[config.mk]
export PLATFORM = sky130hd
export DESIGN_NAME = id_hazard_controller
export DESIGN_NICKNAME = d
export VERILOG_FILES = /design/src/rtl/id_hazard_controller.sv
export SDC_FILE = /design/constraint.sdc
export NUM_CORES = 1
export LEC_CHECK = 0
export ABC_AREA = 1
export CELL_PAD_IN_SITES_DETAIL_PLACEMENT = 0
export CELL_PAD_IN_SITES_GLOBAL_PLACEMENT = 1
export CORE_MARGIN = 5
export CORE_UTILIZATION = 30
export CTS_CLUSTER_DIAMETER = 200
export DETAILED_ROUTE_END_ITERATION = 7
export GPL_ROUTABILITY_DRIVEN = 1
export PLACE_DENSITY_LB_ADDON = 0.15
export SLEW_MARGIN = 5
export SYNTH_ARGS = -nofsm -noshare
export SYNTH_HDL_FRONTEND = slang
export SYNTH_SLANG_ARGS = --single-unit
[constraint.sdc]
create_clock -name clk -period 4 [get_ports clk]
set_input_delay 1.2 -clock clk [delete_from_list [all_inputs] [get_ports clk]]
set_output_delay 1.2 -clock clk [all_outputs]
set_load 0.02 [all_outputs]
[src/rtl/id_hazard_controller.sv]
// IF/ID pipeline register and decode-to-execute issue control for the 5-stage MIPS pipeline:
// load-use bubbles, jump/branch squashing, memory-wait freeze and saturating stall/flush counters.
module id_hazard_controller #(
   parameter int          CNT_W    = 16,
   parameter logic [31:0] RESET_PC = 32'h0000_0000
) (
   input  logic             clk,
   input  logic             rst,
   input  logic             if_valid,
   input  logic [31:0]      if_instr,
   input  logic [31:0]      if_pc,
   output logic             if_ready,
   input  logic             ex_is_lw,
   input  logic [4:0]       ex_rt,
   input  logic             ex_branch_taken,
   input  logic             ex_ready,
   output logic             issue_valid,
   output logic [31:0]      issue_instr,
   output logic [31:0]      issue_pc,
   output logic             jump_taken,
   output logic [31:0]      jump_target,
   output logic [CNT_W-1:0] stall_cnt,
   output logic [CNT_W-1:0] flush_cnt,
   output logic [1:0]       dbg_state
);

   // Handshake: IF offers {if_valid, if_instr, if_pc}; it is taken on a rising edge where
   // if_valid & if_ready. EX captures issue_* on a rising edge where issue_valid is 1.

   localparam logic [5:0] OP_R   = 6'h00;
   localparam logic [5:0] OP_LW  = 6'h23;
   localparam logic [5:0] OP_SW  = 6'h2B;
   localparam logic [5:0] OP_BEQ = 6'h04;
   localparam logic [5:0] OP_J   = 6'h02;

   typedef enum logic [1:0] {
      ST_RUN     = 2'd0,
      ST_LDSTALL = 2'd1,
      ST_MEMWAIT = 2'd2
   } state_t;

   state_t           r_state;
   state_t           w_state_nxt;
   logic             r_id_valid;
   logic [31:0]      r_id_instr;
   logic [31:0]      r_id_pc;
   logic [31:0]      r_last_instr;
   logic [31:0]      r_last_pc;
   logic [CNT_W-1:0] r_stall_cnt;
   logic [CNT_W-1:0] r_flush_cnt;

   logic [5:0]       w_op;
   logic [4:0]       w_rs;
   logic [4:0]       w_rt;
   logic             w_reads_rs;
   logic             w_reads_rt;
   logic             w_hazard;
   logic             w_issue;
   logic             w_if_ready;
   logic             w_jump;
   logic             w_id_load;
   logic             w_id_kill;
   logic             w_stall_inc;
   logic [1:0]       w_flush_inc;
   logic [3:0]       w_pc4_hi;
   logic [CNT_W:0]   w_stall_sum;
   logic [CNT_W:0]   w_flush_sum;

   assign w_op       = r_id_instr[31:26];
   assign w_rs       = r_id_instr[25:21];
   assign w_rt       = r_id_instr[20:16];
   assign w_reads_rt = (w_op == OP_R) || (w_op == OP_SW) || (w_op == OP_BEQ);
   assign w_reads_rs = (w_op != OP_J);
   assign w_hazard   = r_id_valid && ex_is_lw && (ex_rt != 5'd0) &&
                       ((w_reads_rs && (ex_rt == w_rs)) || (w_reads_rt && (ex_rt == w_rt)));

   // LDSTALL skips the hazard check: the producing lw has left EX by then. MEMWAIT does
   // re-check, since the lw in EX was frozen along with the consumer in ID.
   always_comb begin
      w_state_nxt = ST_RUN;
      w_issue     = 1'b0;
      w_if_ready  = 1'b1;
      w_jump      = 1'b0;
      w_id_load   = 1'b0;
      w_id_kill   = 1'b0;
      w_stall_inc = 1'b0;
      w_flush_inc = 2'd0;
      if (ex_branch_taken) begin
         w_id_kill   = 1'b1;
         w_flush_inc = {1'b0, r_id_valid} + {1'b0, if_valid};
      end else if (!ex_ready) begin
         w_if_ready  = 1'b0;
         w_state_nxt = ST_MEMWAIT;
         w_stall_inc = 1'b1;
      end else if ((r_state != ST_LDSTALL) && w_hazard) begin
         w_if_ready  = 1'b0;
         w_state_nxt = ST_LDSTALL;
         w_stall_inc = 1'b1;
      end else begin
         w_issue = r_id_valid;
         w_jump  = r_id_valid && (w_op == OP_J);
         if (w_jump) begin
            w_id_kill   = 1'b1;
            w_flush_inc = {1'b0, if_valid};
         end else begin
            w_id_load = 1'b1;
         end
      end
   end

   // Counters clamp at all-ones using a one-bit-wider sum.
   assign w_stall_sum = {1'b0, r_stall_cnt} + {{CNT_W{1'b0}}, w_stall_inc};
   assign w_flush_sum = {1'b0, r_flush_cnt} + {{(CNT_W-1){1'b0}}, w_flush_inc};

   always_ff @(posedge clk) begin
      if (rst) begin
         r_state      <= ST_RUN;
         r_id_valid   <= 1'b0;
         r_id_instr   <= 32'd0;
         r_id_pc      <= RESET_PC;
         r_last_instr <= 32'd0;
         r_last_pc    <= RESET_PC;
         r_stall_cnt  <= '0;
         r_flush_cnt  <= '0;
      end else begin
         r_state <= w_state_nxt;
         if (w_id_kill) begin
            r_id_valid <= 1'b0;
         end else if (w_id_load) begin
            r_id_valid <= if_valid;
            r_id_instr <= if_instr;
            r_id_pc    <= if_pc;
         end
         if (w_issue) begin
            r_last_instr <= r_id_instr;
            r_last_pc    <= r_id_pc;
         end
         r_stall_cnt <= w_stall_sum[CNT_W] ? {CNT_W{1'b1}} : w_stall_sum[CNT_W-1:0];
         r_flush_cnt <= w_flush_sum[CNT_W] ? {CNT_W{1'b1}} : w_flush_sum[CNT_W-1:0];
      end
   end

   // Bits [31:28] of id_pc+4: a carry reaches bit 28 only when pc[27:2] is all ones.
   assign w_pc4_hi    = r_id_pc[31:28] + {3'b000, &r_id_pc[27:2]};

   assign if_ready    = w_if_ready;
   assign issue_valid = w_issue;
   assign issue_instr = w_issue ? r_id_instr : r_last_instr;
   assign issue_pc    = w_issue ? r_id_pc : r_last_pc;
   assign jump_taken  = w_jump;
   assign jump_target = {w_pc4_hi, r_id_instr[25:0], 2'b00};
   assign stall_cnt   = r_stall_cnt;
   assign flush_cnt   = r_flush_cnt;
   assign dbg_state   = r_state;

endmodule
==> metrics.md, run 1 <==
| Metric | Value |
|---|---|
| CP Max Fanout | 17 |
| Die H | 173 um |
| CP arrival | 2.71 ns |
| Grt met3 use | 0.0360 |
| Post-layout min period | 3.91 ns |
| Buffers on Ports | 205 |
| Period utilisation layout | 0.977 |
| Num rows | 59 |
| Most crowded layer after global routing | met2 |
| Layout cells sized above 1 | 0.167 |
| CORE AREA | 26100 um2 |
| Dpl ws | -0.727 ns |
| Pin count of the biggest net entering global routing | 107 |
| Skew-Pair Late Insertion Delay | 0.43 ns |
| Final worst slack | 0.0906 ns |
| Post-layout nets | 1523 |
| RSZ-0062 raised after global routing | yes |
| Clock Skew | 0.0204 ns |
| Overall Global Routing Usage | 0.169 |
| Setup Crit Path Kind | in2out |
| Final setup viols | 0 |
| Global routing met2 resource utilization | 0.277 |
| Syn Std Cell Area | 7950 um2 |
| Routability cong. | 0.766 |
| Critical path launch point type | primary input |
| DR WL/cell | 14.5 um |
| Pwr Total | 3.95 mW |
| Slew margin rel. | 0.556 |
| Initial Utilization | 0.305 |
| DRC Markers | 0 |
| Power density over the cells | 345 nW/um2 |
| Routed Wire Length | 25900 um |
| Clk buf depth | 2 |
| H-tree depth | 4 |
| Clk sink count | 163 |
| CTS root buf | clkbuf_16 |
| Initial DRC Count | 387 |
| # IOs | 208 |
| First-pass GRT wire length | 41400 um |
| Commonest non-fill, non-tap cell in the layout | nand2_1 |
| Drt pass-1 iters | 5 |
| Vias in the first global route | 7628 |
| Syn Area/Cell | 6.57 um2 |
| Synth cell types | 32 |
| Worst-Margin Slew | 0.665 ns |
| Cells after Synth | 1209 |
| Post-synthesis register bit count | 163 |
| Peak Freq | 0.256 GHz |
| Hold Fails Final Rpt | 0 |
| Synth warnings | 0 |
| Area delta synth->final | 44.1% |
| Area of the die | 29800 um2 |
| Num CTS Buffers | 17 |
| Final ANT Viol Nets | 0 |
| Worst hold-check path type | reg2reg |
| Outcome | finished clean |
| Initial antenna violation count | 0 |
| Leakage | 5.95 nW |
| Post-synthesis sequential area ratio | 0.411 |
| DR vias/cell | 4.30 |
| Detailed Place HPWL | 16800 um |
| Final Util | 0.440 |
| Die X | 173 um |
| Max Slew Vio Count | 0 |
| CP endpoint kind | primary output |
| Global-route met1 utilization | 0.230 |
| Routed via count | 7677 |
| Antenna diodes | 0 |
| Clock slew at reported path FFs | 0.07 ns |
| Most frequent cells in the layout | nand2_1 (298), nor2_1 (229), inv_1 (224) |
| CTS tree | done |
| WP data required | 2.80 ns |
| GRT overflow | 0 |
| Max Cap Violations | 0 |
| Worst VDD drop | 0.000193 V |
[logic make-up (layout without fill, tap and decap cells)]
logic type | Yosys count | in the layout | synth area share
other | 1 | 2 | 0.000472
DFF | 163 | 163 | 0.411
buffers and inverters | 325 | 566 | 0.183
and+or+nand+nor | 653 | 653 | 0.340
xor gates and xnor gates | 28 | 28 | 0.0309
AOI/OAI and AO/OA | 31 | 31 | 0.0209
adders and majority gates | 8 | 8 | 0.0135
[synth_stat cells (all sizes together)]
cell,number,area [um2]
nand2,311,1170
nor2,237,897
inv,235,882
dfxtp,163,3260
buf,70,498
nand4,70,438
nand3,20,110
clkbuf,19,71.3
a21oi,18,90.1
xor2,16,140
xnor2,12,105
nor3,8,45.0
o21ai,8,40.0
ha,7,87.6
nor4,5,31.3
a211oi,2,15.0
a31oi,2,12.5
clkinv,1,3.75
conb,1,3.75
fa,1,20.0
nor3b,1,7.51
o2111ai,1,8.76
or3,1,6.26
[what timing repair did]
item / in CTS / in global routing
setup buffers: 9 / 12
cloned: 6 / 2
endpoints found under the setup margin: 85 / 84
pin swaps: 8 / 28
hold buffers: 0 / 0
endpoints found under the hold margin: 0 / 0
gates resized for setup: 310 / 97
[report_power, final]
group | internal, mW | switching [mW] | total [mW]
sequential | 1.68 | 0.0315 | 1.71
combinational | 0.222 | 0.288 | 0.510
clock | 1.02 | 0.714 | 1.73
[final cells by class]
class                      count  area (um2)
tap                          335         419
clock inverter                10         148
fill                        2839       14600
inverter                     236         886
multi-input combinational    722        3400
sequential                   163        3260
timing repair buffer         300        2880
clock buffer                  20         457
[flip-flops by register name (all words and copies together) (netlist names)]
signal and count:
flush_cnt 16, stall_cnt 16, r_last_instr 32, dbg_state 2, r_id_instr 32, r_id_pc 32, r_last_pc 32, r_id_valid 1
[final timing paths]
kind | start | cells after the start | slack (ns) | to
min reg2reg | flush_cnt[14] | 2 | 0.51 | flush_cnt[14]
min | flush_cnt[14] | 2 | 0.51 | flush_cnt[14]
max | ex_rt[2] | 14 | 0.09 | issue_instr[5]
max reg2reg | r_id_instr[26] | 25 | 0.63 | flush_cnt[8]
[worst max-delay path: stages]
cell	delay (ns)
buf_2	0.13
xnor2_1	0.15
nand2_1	0.09
nor2_2	0.11
nand2_1	0.08
nand2_2	0.08
nand2_4	0.07
buf_4	0.16
buf_12	0.12
buf_16	0.15
nand4_1	0.07
nand2_1	0.08
inv_1	0.06
buf_2	0.15
[layer usage]
| layer | up-vias | wire, um |
|---|---|---|
| li1 | 4025 | - |
| met5 | - | 0 |
| met2 | 168 | 11800 |
| met4 | 0 | 223 |
| met1 | 3470 | 12600 |
| met3 | 14 | 1190 |
[per-stage QoR]
stage	setup TNS, ns	cells	area, um2	hold slack [ns]
3_3_place_gp	-61.04	1731	10500	0.498
4_1_cts	0	1776	11100	0.513
5_1_grt	-0.664	1786	11500	0.523
6_report	0	1786	11500	0.508
3_5_place_dp	-59.61	1731	10500	0.496
2_1_floorplan	0	1210	7950	0.495
Power figures use the tool's default switching activity.
==> run 2: changes to the inputs <==
CTS_CLUSTER_DIAMETER = default   (was 200)
==> results of run 2 <==
No change in the layout: final DEF, timing and power equal those of run 1.
